### src/rtl/led_pattern_sequencer.sv
// led_pattern_sequencer
//   Drives the board's 4 LEDs through one of four patterns (COUNT, CHASE,
//   BOUNCE, BLINK). A synchronous prescaler produces a base tick. A 2^speed
//   divider stretches that tick into the pattern step. Two debounced
//   active-low buttons cycle the mode and the speed. Everything runs on CLK.
//
//   Ports
//     CLK        in   system clock
//     RST_N      in   asynchronous active-low reset
//     KEY_MODE   in   mode button, active-low, asynchronous to CLK
//     KEY_SPEED  in   speed button, active-low, asynchronous to CLK
//     LED[3:0]   out  registered LED drive
//     MODE[1:0]  out  current mode: 0 COUNT, 1 CHASE, 2 BOUNCE, 3 BLINK
//
//   Build option
//     LED_ACTIVE_LOW_EN  when defined, LED = ~pattern and LED resets to 4'b1111.
//                        The pattern, MODE and timing do not change.
module led_pattern_sequencer #(
  parameter int CLK_HZ  = 50000000,
  parameter int STEP_MS = 100,
  parameter int DEB_MS  = 20
) (
  input  logic       CLK,
  input  logic       RST_N,
  input  logic       KEY_MODE,
  input  logic       KEY_SPEED,
  output logic [3:0] LED,
  output logic [1:0] MODE
);

  localparam int unsigned T_STEP = CLK_HZ / 1000 * STEP_MS;
  localparam int unsigned T_DEB  = CLK_HZ / 1000 * DEB_MS;
  localparam int CW = (T_STEP > 1) ? $clog2(T_STEP) : 1;
  localparam int DW = (T_DEB  > 1) ? $clog2(T_DEB)  : 1;

  typedef enum logic [1:0] {
    S_COUNT  = 2'd0,
    S_CHASE  = 2'd1,
    S_BOUNCE = 2'd2,
    S_BLINK  = 2'd3
  } state_t;

  // ---------------------------------------------------------------------------
  // Key path. Bit 0 is KEY_MODE and bit 1 is KEY_SPEED.
  // ---------------------------------------------------------------------------
  logic [1:0]    w_keys;
  logic [1:0]    r_sync1;
  logic [1:0]    r_sync2;
  logic [1:0]    r_stable;
  logic [1:0]    r_stable_d;
  logic [DW-1:0] r_deb_cnt [2];
  logic [1:0]    w_press;

  assign w_keys = {KEY_SPEED, KEY_MODE};

  always_ff @(posedge CLK or negedge RST_N) begin
    if (!RST_N) begin
      r_sync1    <= '1;
      r_sync2    <= '1;
      r_stable   <= '1;
      r_stable_d <= '1;
      for (int unsigned k = 0; k < 2; k++) r_deb_cnt[k] <= '0;
    end else begin
      r_sync1    <= w_keys;
      r_sync2    <= r_sync1;
      r_stable_d <= r_stable;
      for (int unsigned k = 0; k < 2; k++) begin
        if (r_sync2[k] == r_stable[k]) begin
          r_deb_cnt[k] <= '0;
        end else if (r_deb_cnt[k] == DW'(T_DEB - 1)) begin
          r_stable[k]  <= r_sync2[k];
          r_deb_cnt[k] <= '0;
        end else begin
          r_deb_cnt[k] <= r_deb_cnt[k] + 1'b1;
        end
      end
    end
  end

  // The press pulse is high for one cycle on a falling edge of the stable level.
  assign w_press = r_stable_d & ~r_stable;

  logic w_press_mode;
  logic w_press_speed;
  assign w_press_mode  = w_press[0];
  assign w_press_speed = w_press[1];

  // ---------------------------------------------------------------------------
  // Prescaler, speed select and step divider
  // ---------------------------------------------------------------------------
  logic [CW-1:0] r_cnt;
  logic [2:0]    r_div;
  logic [1:0]    r_speed;
  logic          w_base_tick;
  logic [2:0]    w_div_max;
  logic          w_step;

  assign w_base_tick = (r_cnt == CW'(T_STEP - 1));

  always_comb begin
    w_div_max = 3'd0;
    case (r_speed)
      2'd0: w_div_max = 3'd0;
      2'd1: w_div_max = 3'd1;
      2'd2: w_div_max = 3'd3;
      2'd3: w_div_max = 3'd7;
      default: w_div_max = 3'd0;
    endcase
  end

  assign w_step = w_base_tick && (r_div == w_div_max);

  always_ff @(posedge CLK or negedge RST_N) begin
    if (!RST_N) begin
      r_cnt   <= '0;
      r_div   <= '0;
      r_speed <= '0;
    end else begin
      if (w_press_mode || w_base_tick) r_cnt <= '0;
      else                             r_cnt <= r_cnt + 1'b1;

      // A mode press or a speed press restarts the divider. Only a mode
      // press also restarts the prescaler.
      if (w_press_mode || w_press_speed) r_div <= '0;
      else if (w_base_tick)              r_div <= (r_div == w_div_max) ? 3'd0 : r_div + 1'b1;

      if (w_press_speed) r_speed <= r_speed + 1'b1;
    end
  end

  // ---------------------------------------------------------------------------
  // Mode FSM and pattern generation
  // ---------------------------------------------------------------------------
  state_t     r_state;
  state_t     w_state_nxt;
  logic [3:0] r_pattern;
  logic [3:0] w_pat_nxt;
  logic       r_dir;      // 0 = shifting left, 1 = shifting right
  logic       w_dir_nxt;
  logic [3:0] r_led;

  always_ff @(posedge CLK or negedge RST_N) begin
    if (!RST_N) begin
      r_state   <= S_COUNT;
      r_pattern <= '0;
      r_dir     <= 1'b0;
    end else begin
      r_state   <= w_state_nxt;
      r_pattern <= w_pat_nxt;
      r_dir     <= w_dir_nxt;
    end
  end

  always_comb begin
    w_state_nxt = r_state;
    w_pat_nxt   = r_pattern;
    w_dir_nxt   = r_dir;
    // A reload takes priority over a step that falls in the same cycle.
    if (w_press_mode) begin
      w_dir_nxt = 1'b0;
      case (r_state)
        S_COUNT:  begin w_state_nxt = S_CHASE;  w_pat_nxt = 4'b0001; end
        S_CHASE:  begin w_state_nxt = S_BOUNCE; w_pat_nxt = 4'b0001; end
        S_BOUNCE: begin w_state_nxt = S_BLINK;  w_pat_nxt = 4'b1111; end
        S_BLINK:  begin w_state_nxt = S_COUNT;  w_pat_nxt = 4'b0000; end
        default:  begin w_state_nxt = S_COUNT;  w_pat_nxt = 4'b0000; end
      endcase
    end else if (w_step) begin
      case (r_state)
        S_COUNT: w_pat_nxt = r_pattern + 4'd1;
        S_CHASE: w_pat_nxt = {r_pattern[2:0], r_pattern[3]};
        S_BOUNCE: begin
          // Each end turns the direction around, so an end value never repeats.
          if (!r_dir) begin
            if (r_pattern == 4'b1000) begin
              w_pat_nxt = 4'b0100;
              w_dir_nxt = 1'b1;
            end else begin
              w_pat_nxt = r_pattern << 1;
            end
          end else begin
            if (r_pattern == 4'b0001) begin
              w_pat_nxt = 4'b0010;
              w_dir_nxt = 1'b0;
            end else begin
              w_pat_nxt = r_pattern >> 1;
            end
          end
        end
        S_BLINK: w_pat_nxt = ~r_pattern;
        default: w_pat_nxt = r_pattern;
      endcase
    end
  end

  // The LED register loads from the next pattern. It therefore changes on
  // the same edge as the pattern, which is the cycle after the step pulse.
  always_ff @(posedge CLK or negedge RST_N) begin
    if (!RST_N) begin
`ifdef LED_ACTIVE_LOW_EN
      r_led <= '1;
`else
      r_led <= '0;
`endif
    end else begin
`ifdef LED_ACTIVE_LOW_EN
      r_led <= ~w_pat_nxt;
`else
      r_led <= w_pat_nxt;
`endif
    end
  end

  assign LED  = r_led;
  assign MODE = r_state;

endmodule

### config.mk
export PLATFORM = sky130hd
export DESIGN_NAME = led_pattern_sequencer
export DESIGN_NICKNAME = d
export VERILOG_FILES = /design/src/rtl/led_pattern_sequencer.sv
export SDC_FILE = /design/constraint.sdc
export NUM_CORES = 1
export LEC_CHECK = 0
export BUFFER_PORTS_ARGS = -buffer_cell sky130_fd_sc_hd__buf_2
export CAP_MARGIN = 10
export CORE_UTILIZATION = 55
export DETAILED_ROUTE_END_ITERATION = 16
export PLACE_DENSITY_LB_ADDON = 0.1
export SYNTH_ARGS = -nofsm -noshare
export SYNTH_HDL_FRONTEND = slang
export SYNTH_SLANG_ARGS = --single-unit
### constraint.sdc
create_clock -name CLK -period 2.3 [get_ports CLK]
set_input_delay 0.46 -clock CLK [delete_from_list [all_inputs] [get_ports CLK]]
set_output_delay 0.46 -clock CLK [all_outputs]
set_load 0.02 [all_outputs]
==> results of run 1 <==
## registers in the layout, indices dropped and copies added, names as in the netlist
name and cells:
r_deb_cnt 40, r_cnt 23, LED 4, r_div 3, MODE 2, r_speed 2
r_stable 2, r_stable_d 2, r_sync1 2, r_sync2 2, r_dir 1
## layout by cell type (no fill, tap or decap), drive strengths merged, types with 2 or more instances in the layout
master,count
dfrtp,75
nor2,72
xor2,34
nand2,34
xnor2,31
nand3,22
buf,17
inv,15
and3,14
ha,13
nand4,12
clkbuf,10
nor3,9
nor4,9
dfstp,8
o21ai,7
a21oi,7
and4,4
and2,4
mux2,4
a221oi,4
bufinv,4
or4b,4
nand2b,3
nand4b,3
nor2b,3
or4,3
or2,3
o311ai,2
## cell type report
type	instances	area, um2	share of cell area [%]
Clock buffer	10	128	2.73
Clock inverter	6	136	2.92
Inverter	14	52.6	1.12
Multi-Input combinational cell	312	2030	43.4
Sequential cell	83	2090	44.6
Tap cell	99	124	2.65
Timing Repair Buffer	17	120	2.57
## metrics by stage
stage	instances	util (%)	hold slack [ns]	worst slack [ns]	total power, mW
2_1_floorplan	420	-	0.164	0.363	1.54
3_3_place_gp	525	60.2	0.346	0.294	1.58
3_5_place_dp	525	60.2	0.349	0.242	1.58
4_1_cts	541	63.8	0.0816	0.235	2.96
5_1_grt	541	63.8	0.108	0.119	3.02
6_report	541	63.8	0.0711	0.221	2.92
## power by group
group | internal [mW] | leakage [nW] | switching, mW
logic | 0.0184 | 0.856 | 0.0469
clock network | 0.836 | 0.127 | 0.535
registers | 1.47 | 1.11 | 0.0103
## cell families after synthesis
group,count (synthesis)
simple gates,204
flops,83
xor+xnor,65
compound gates,26
buf+inv,25
fa+ha+maj,13
mux,4
## worst max-delay path by stage
stage / start / to / slack [ns] / cells past startpoint
global placement: r_cnt[16]$_DFF_PN0_ / r_div[2]$_DFFE_PN0P_ / 0.29 / 5
floorplan: r_cnt[15]$_DFF_PN0_ / r_div[2]$_DFFE_PN0P_ / 0.36 / 5
finish: r_cnt[16]$_DFF_PN0_ / r_div[2]$_DFFE_PN0P_ / 0.22 / 5
global route: r_speed[1]$_DFFE_PN0P_ / r_dir$_DFFE_PN0P_ / 0.12 / 7
detailed placement: r_cnt[16]$_DFF_PN0_ / r_div[2]$_DFFE_PN0P_ / 0.24 / 5
CTS: r_cnt[16]$_DFF_PN0_ / r_div[2]$_DFFE_PN0P_ / 0.24 / 5
## critical path, cell delays in order, from the launching register on
cell and delay [ns]:
dfrtp_1 0.42, or4_4 0.56, nor4_4 0.25, nand2_2 0.15, or4b_1 0.48, a21oi_1 0.15
## metal layers
| metal | GRT usage (%) | routed length (um) | vias up |
|---|---|---|---|
| li1 | - | - | 1470 |
| met1 | 27.7 | 3660 | 1397 |
| met2 | 33.2 | 3330 | 27 |
| met3 | 3.32 | 123 | 11 |
| met4 | 8.66 | 139 | 0 |
| met5 | 0 | 0 | - |
## cell usage after synthesis, drive strengths merged (2+ instances only)
cell type / count
or4b: 4
clkbuf: 8
nand2: 34
and2: 4
dfstp: 8
xor2: 34
dfrtp: 75
o21ai: 7
nor2b: 3
nor3: 9
buf: 3
ha: 13
nand2b: 3
o311ai: 2
inv: 14
nor4: 9
nand4: 12
nand3: 22
a221oi: 4
nor2: 72
and3: 14
nand4b: 3
mux2: 4
and4: 4
a21oi: 7
or2: 3
xnor2: 31
or4: 3
==> out/metrics.cfg, run 1 <==
[run_status]
status = completed

[routing]
drt-total-wl_um = 7250
via_per_inst = 5.37
antenna_left = 0
drtPass1Iterations = 4
drt_iter0_drc = 94
via_count = 2905
routedWlPerCell_um = 13.4
route.detailed.drc = 0

[cells_and_area]
layout-drive-gt1-share_pct = 13.1
area_delta_synth_final_pct = 11.0
nets = 454
insertedDiodeCount = 0
fillerInstances = 586
design_area_um2 = 4680

[power_and_ir_drop]
p_leak_nw = 2.10
p_per_area_nw_per_um2 = 624
ir_worst_vdd_mv = 0.503

[yosys]
ys.flop_type = dfrtp_1
avgSynthCellArea_um2 = 10.0
yosysSeqAreaShare_pct = 49.5
synth_compound_area_share_pct = 4.10
synth_edf_count = 0
synth_top_family_by_area = simple AND/OR/NAND/NOR gates
synth_top_cell_area_share_pct = 44.5
syn_inst = 420
async_flop_share_pct = 100
synth_area_um2 = 4210
synth_xor_area_share_pct = 13.5
synth_area_leader_cell = dfrtp_1
synth.area.top_cells = dfrtp_1, xor2_1, xnor2_1
syn_nets = 437
synthDistinctLibCells = 49
synth_fa_ha_area_share_pct = 3.86
synth-simple-area-share_pct = 25.6
synth_warnings = 0
yosys-mux-area-fraction_pct = 1.07
synth_seq_cells = 83

[placed_design]
placed_cell_area_um2 = 4410
dpl.hpwl_um = 5040
place.port_buffers = 9
gp_congestion = 0.822

[timing]
relSlewSlack_pct = 64.7
fin_crit_sh_pct = 90.4
finalClockSkew_ns = 0.00768
tns_ns = 0
max_freq_ghz = 0.481
finalHoldViolations = 0
rsz0062_at_grt = no
min_period_ns = 2.08
final-max-slew-violation-count = 0
tightest_slew_ns = 0.526
setup_viol = 0

[worst_setup_path]
worst_setup_path_start_kind = flop
r2r_slack_ns = 0.22
worst_ep_required_time_ns = 2.58
path_class = reg -> reg
rr_startpoint = r_cnt[16]$_DFF_PN0_
worst-r2r-cell-count = 5
path_max_fanout = 7
critical_path_arrival_ns = 2.36
crit_path_end_kind = flop
crit-reg2reg-capture = r_div[2]$_DFFE_PN0P_

[clock_tree]
cts_tree = yes
clkSinkCount = 83
cts_setup_buffers = 0
cts_resized = 0
clk_latency_ns = 0.35
htree_levels = 3
clk_pin_slew_ns = 0.09
cts_buffers = 9
cts_root_buf = clkbuf_8
clock_path_buffers = 2
cts_hold_buf = 0

[global_routing]
grt_pass1_wl_um = 12600
antenna_found_initial = 0
grt.total_usage_pct = 20.6
grt_pass1_vias = 2750
grt_max_degree = 40
grt_overflow = 0

[die]
chipWidth_um = 89.5
rows = 31
die_height_um = 89.5
core_um2 = 7330
ios = 10
start_util_pct = 57.5
dieArea_um2 = 8020

[hold_path]
holdCritPathClass = in -> async

[job]
drv_cap = 0

Power figures use the tool's default switching activity.
==> run 2, diff against run 1 <==
Settings changed: CELL_PAD_IN_SITES_DETAIL_PLACEMENT set to 1, CELL_PAD_IN_SITES_GLOBAL_PLACEMENT set to 2, CORE_UTILIZATION 55 to 41.
==> run 2 against run 1 <==
Worst setup slack lost 0.035 ns. Worst hold slack lost 0.058 ns. Final cell count grew 6.3%. Design area is essentially flat. Fmax shrank 1.7%. Total power shrank 6.9%. Die area grew 33%.
==> out/metrics.cfg, run 2 (synthesis results as in run 1) <==
[die]
chipWidth_um = 103  ; +15%
start_util_pct = 42.7  ; -15 points
die_height_um = 103  ; +15%
core_um2 = 9860  ; +35%
dieArea_um2 = 10700  ; +33%
ios = 10  ; unchanged
rows = 36  ; +16%

[cells_and_area]
layout-drive-gt1-share_pct = 13.1  ; unchanged
insertedDiodeCount = 0  ; unchanged
largest_register_ff_count = 40  ; unchanged
regMostFlops = r_deb_cnt
fin_util_pct = 47.4  ; -16 points
nets = 454  ; unchanged
fillerInstances = 1102  ; +88%
final_cell_mix = dfrtp_1, nor2_1, xor2_1, nand2_1, xnor2_1
seq_area_um2 = 2090  ; unchanged
multi_input_area_um2 = 2030  ; unchanged
area_delta_synth_final_pct = 10.9  ; about the same
final_common_cell = dfrtp_1

[worst_setup_path]
worst-r2r-cell-count = 5  ; unchanged
worst_ep_required_time_ns = 2.60  ; +0.02 ns
r2r_slack_ns = 0.19  ; -0.04 ns
path_max_fanout = 7  ; unchanged
worst_setup_path_start_kind = flop
crit-reg2reg-capture = r_div[2]$_DFFE_PN0P_
crit_path_end_kind = flop
rr_startpoint = r_cnt[10]$_DFF_PN0_
path_class = reg -> reg
critical_path_arrival_ns = 2.42  ; +0.06 ns

[timing]
fin_crit_sh_pct = 91.9  ; +1.5 points
max_freq_ghz = 0.473  ; -1.7%
tightest_slew_ns = 0.520  ; -0.00582 ns
final-max-slew-violation-count = 0  ; unchanged
tns_ns = 0  ; unchanged
rsz0062_at_grt = no
relSlewSlack_pct = 65.1  ; +0.39 points
hold_slack_ns = 0.0135  ; -0.0575 ns
final.setup.worst_slack_ns = 0.186  ; -0.0353 ns
finalHoldViolations = 0  ; unchanged
finalClockSkew_ns = 0.0190  ; +0.0114 ns
setup_viol = 0  ; unchanged
min_period_ns = 2.11  ; +0.0353 ns

[placed_design]
gp_congestion = 0.811  ; -1.4%
dpl.hpwl_um = 5900  ; +17%
pre_cts_ws_ns = 0.223  ; -0.0187 ns
place.port_buffers = 9  ; unchanged

[clock_tree]
clock_path_buffers = 2  ; unchanged
cts_hold_buf = 0  ; unchanged
cts_resized = 0  ; unchanged
clk_pin_slew_ns = 0.10  ; about the same
clk_latency_ns = 0.37  ; +0.02 ns
cts_setup_buffers = 0  ; unchanged
htree_levels = 3  ; unchanged
cts_root_buf = clkbuf_8
clkSinkCount = 83  ; unchanged
cts_tree = yes
cts_buffers = 9  ; unchanged

[routing]
antenna_left = 0  ; unchanged
drtPass1Iterations = 4  ; unchanged
drt_iter0_drc = 60  ; -36%
drt-total-wl_um = 8430  ; +16%
via_count = 2977  ; +2.5%
routedWlPerCell_um = 14.7  ; +9.4%
route.detailed.drc = 0  ; unchanged
via_per_inst = 5.18  ; -3.6%

[power_and_ir_drop]
p_per_area_nw_per_um2 = 582  ; -6.8%
power_mw = 2.72  ; -6.9%
p_leak_nw = 2.07  ; -0.99%
ir_worst_vdd_mv = 0.270  ; -46%

[run_status]
status = completed

[global_routing]
grt_max_degree = 53  ; +33%
grt.total_usage_pct = 18.0  ; -2.6 points
grt_overflow = 0  ; unchanged
antenna_found_initial = 0  ; unchanged
grt_pass1_wl_um = 14500  ; +15%
grt_pass1_vias = 3061  ; +11%

[hold_path]
holdCritPathClass = in -> async

[job]
drv_cap = 0  ; unchanged

[run 2: report_power, final]
| group | internal [mW] | switching, mW |
|---|---|---|
| registers | 1.47 | 0.0106 |
| clock network | 0.614 | 0.554 |
| logic | 0.0187 | 0.0485 |
[run 2: cell type report]
class | instances | share of cell area, %
Sequential cell | 83 | 44.7
Multi-Input combinational cell | 312 | 43.4
Tap cell | 133 | 3.56
Clock buffer | 10 | 2.73
Timing Repair Buffer | 17 | 2.57
Clock inverter | 6 | 1.93
Inverter | 14 | 1.12
[run 2: metrics by stage]
step,cell area [um2],std cells
floorplan,4210,420
global placement,4450,559
finish,4670,575
detailed placement,4450,559
global route,4670,575
CTS,4670,575
[run 2: layer usage]
layer | vias to the layer above | share of wire [%] | GRT usage (%)
met5 | - | 0 | 0
met4 | 0 | 1.6 | 7.15
met2 | 20 | 47 | 29.2
met1 | 1480 | 49 | 23.2
li1 | 1466 | - | -
met3 | 11 | 2.1 | 4.23
[run 2: how the worst max path moves through the flow]
stage                                      start                   end  slack (ns)
after global placement       r_cnt[10]$_DFF_PN0_  r_div[2]$_DFFE_PN0P_        0.27
after floorplan              r_cnt[15]$_DFF_PN0_  r_div[2]$_DFFE_PN0P_        0.36
after CTS                    r_cnt[15]$_DFF_PN0_  r_div[2]$_DFFE_PN0P_        0.19
after detailed placement     r_cnt[10]$_DFF_PN0_  r_div[2]$_DFFE_PN0P_        0.22
after global routing      r_speed[0]$_DFFE_PN0P_     r_dir$_DFFE_PN0P_        0.08
final                        r_cnt[10]$_DFF_PN0_  r_div[2]$_DFFE_PN0P_        0.19
[run 2: critical path: stages, from the launching register on]
cell     delay [ns]
dfrtp_1        0.47
or4b_4         0.57
nor3_4         0.23
nand2_2        0.13
or4b_1         0.49
a21oi_1        0.17
==> run 3, diff against run 2 <==
Settings changed: CAP_MARGIN 10 to not set, GPL_TIMING_DRIVEN set to 0.
==> run 3 against run 2 <==
Worst hold slack better by 0.030 ns. Count of clock-buffer cells in the layout up 3. Sequential power about the same. Flip-flop and latch count unchanged. Via count up 0.50%. Combinational power up 3%. Total power down 9.4%. Routed wire length up 2.2%. Critical path depth unchanged. Final cell count up 0.52%. Worst setup slack worse by 0.066 ns. Sequential share of layout area up 0.56 points.
==> out/metrics.cfg, run 3 (synthesis results as in run 1) <==
[run_status]
status = completed

[timing]
tightest_slew_ns = 0.891  ; +0.372 ns
hold_slack_ns = 0.0436  ; +0.0300 ns
min_period_ns = 2.18  ; +0.0657 ns
finalClockSkew_ns = 0.0146  ; -0.00439 ns
relSlewSlack_pct = 40.0  ; -25 points
setup_viol = 0  ; unchanged
finalHoldViolations = 0  ; unchanged
tns_ns = 0  ; unchanged
max_freq_ghz = 0.459  ; -3.0%
fin_crit_sh_pct = 94.8  ; +2.9 points
final-max-slew-violation-count = 0  ; unchanged
rsz0062_at_grt = no

[worst_setup_path]
crit_path_end_kind = flop
critical_path_arrival_ns = 2.44  ; +0.02 ns
slowest_stage = or4b_4
worst-r2r-cell-count = 5  ; unchanged
worstPathCellList = or4b_4 -> nor3_4 -> nand2_2 -> or4b_1 -> a21oi_1
rr_startpoint = r_cnt[10]$_DFF_PN0_
r2r_slack_ns = 0.12  ; -0.07 ns
path_class = reg -> reg
worst_setup_path_start_kind = flop
crit_path_max_incr_delay_ns = 0.58  ; about the same
path_max_fanout = 7  ; unchanged
crit-reg2reg-capture = r_div[2]$_DFFE_PN0P_
worst_ep_required_time_ns = 2.56  ; -0.04 ns

[clock_tree]
cts_hold_buf = 0  ; unchanged
cts_buffers = 9  ; unchanged
clk_pin_slew_ns = 0.09  ; about the same
clk_latency_ns = 0.35  ; -0.02 ns
clkSinkCount = 83  ; unchanged
clock_path_buffers = 2  ; unchanged
cts_resized = 0  ; unchanged
cts_root_buf = clkbuf_8
cts_tree = yes
htree_levels = 3  ; unchanged
cts_setup_buffers = 0  ; unchanged

[power_and_ir_drop]
p_per_area_nw_per_um2 = 534  ; -8.3%
swShare_pct = 23.5  ; +0.94 points
p_leak_nw = 2.04  ; -1.7%
switching_power_mw = 0.579  ; -5.7%
p_int_mw = 1.88  ; -11%
pwr-share-comb_pct = 2.8  ; +0.3 points
p_seq_share_pct = 60.3  ; +5.7 points
clockPowerShare_pct = 36.9  ; -6.1 points
ir_worst_vdd_mv = 0.264  ; -2.1%

[routing]
drt_iter0_drc = 72  ; +20%
route.detailed.drc = 0  ; unchanged
antenna_left = 0  ; unchanged
via_count = 2992  ; +0.50%
drtPass1Iterations = 4  ; unchanged
via_per_inst = 5.18  ; about the same
routedWlPerCell_um = 14.9  ; +1.7%
drt-total-wl_um = 8620  ; +2.2%

[cells_and_area]
largest_register_ff_count = 40  ; unchanged
insertedDiodeCount = 0  ; unchanged
fillerInstances = 1077  ; -2.3%
layout-drive-gt1-share_pct = 12.1  ; -0.99 points
final_common_cell = dfrtp_1
final_cell_mix = dfrtp_1, nor2_1, xor2_1, nand2_1, xnor2_1
fin_cells = 578  ; +0.52%
area_delta_synth_final_pct = 9.50
nets = 457  ; +0.66%
regMostFlops = r_deb_cnt
fin_util_pct = 46.8  ; -0.58 points

[placed_design]
gp_congestion = 0.758  ; -6.5%
placedCellCount = 563  ; +0.72%
dpl.hpwl_um = 6030  ; +2.2%
place.port_buffers = 9  ; unchanged

[global_routing]
grt_max_degree = 52  ; -1.9%
grt_overflow = 0  ; unchanged
grt_pass1_vias = 3032  ; -0.95%
grt.total_usage_pct = 17.9  ; -0.091 points
grt_pass1_wl_um = 14800  ; +1.9%
antenna_found_initial = 0  ; unchanged

[die]
rows = 36  ; unchanged
dieArea_um2 = 10700  ; unchanged
core_um2 = 9860  ; unchanged
ios = 10  ; unchanged
die_height_um = 103  ; unchanged
chipWidth_um = 103  ; unchanged
start_util_pct = 42.7  ; unchanged

[hold_path]
holdCritPathClass = in -> async

[job]
drv_cap = 0  ; unchanged

## run 3: cell count changes in the layout (fill, tap and decap cells not counted), sizes merged
cell | before | now
clkinv | 3 | 2
buf | 17 | 12
bufinv | 2 | 0
clkbuf | 10 | 21
## run 3: metal layers
layer	share of wire (%)	GRT usage, %	vias up
li1	-	-	1468
met1	49	23.8	1487
met2	47	29.4	26
met3	2.0	3.90	11
met4	1.1	4.88	0
met5	0	0	-
## run 3: worst max path at each step
stage,startpoint,to,slack [ns],cells after the start
floorplan,r_cnt[15]$_DFF_PN0_,r_div[2]$_DFFE_PN0P_,0.36,5
global placement,RST_N,r_deb_cnt[36]$_DFF_PN0_,0.02,1
detailed placement,r_deb_cnt[35]$_DFF_PN0_,r_deb_cnt[31]$_DFF_PN0_,0.06,7
CTS,r_deb_cnt[35]$_DFF_PN0_,r_deb_cnt[31]$_DFF_PN0_,0.03,7
global route,r_deb_cnt[35]$_DFF_PN0_,r_deb_cnt[25]$_DFF_PN0_,0.02,6
finish,r_cnt[10]$_DFF_PN0_,r_div[2]$_DFFE_PN0P_,0.12,5
## run 3: through the flow
| step | setup WS (ns) | cell area (um2) | power, mW |
|---|---|---|---|
| floorplan | 0.363 | 4210 | 1.54 |
| global placement | 0.0201 | 4430 | 1.58 |
| detailed placement | 0.0570 | 4460 | 1.59 |
| CTS | 0.0318 | 4610 | 2.50 |
| global route | 0.0189 | 4610 | 2.56 |
| finish | 0.120 | 4610 | 2.46 |
## run 3: area by class of cell
type | instances | area, um2 | area share, %
clock buffers | 13 | 139 | 3.01
multi-input cells | 312 | 2030 | 44.1
clock inverters | 3 | 17.5 | 0.380
repair buffers | 10 | 75.1 | 1.63
flip-flops and latches | 83 | 2090 | 45.2
plain buffers | 10 | 43.8 | 0.949
well taps | 133 | 166 | 3.61
inverters | 14 | 52.6 | 1.14
## run 3: power by group through the flow
stage	Clock (mW)	Sequential (mW)	Combinational (mW)
after floorplan	0	1.51	0.0261
after global placement	0	1.51	0.0655
after detailed placement	0	1.51	0.0743
after CTS	0.942	1.48	0.0743
after global routing	0.993	1.49	0.0812
final	0.909	1.48	0.0690
## run 3: critical path: cells and delay by family (launching register included)
kind | cells | cell delay [ns]
compound gates | 1 | 0.18
simple gates | 4 | 1.43
flops | 1 | 0.47
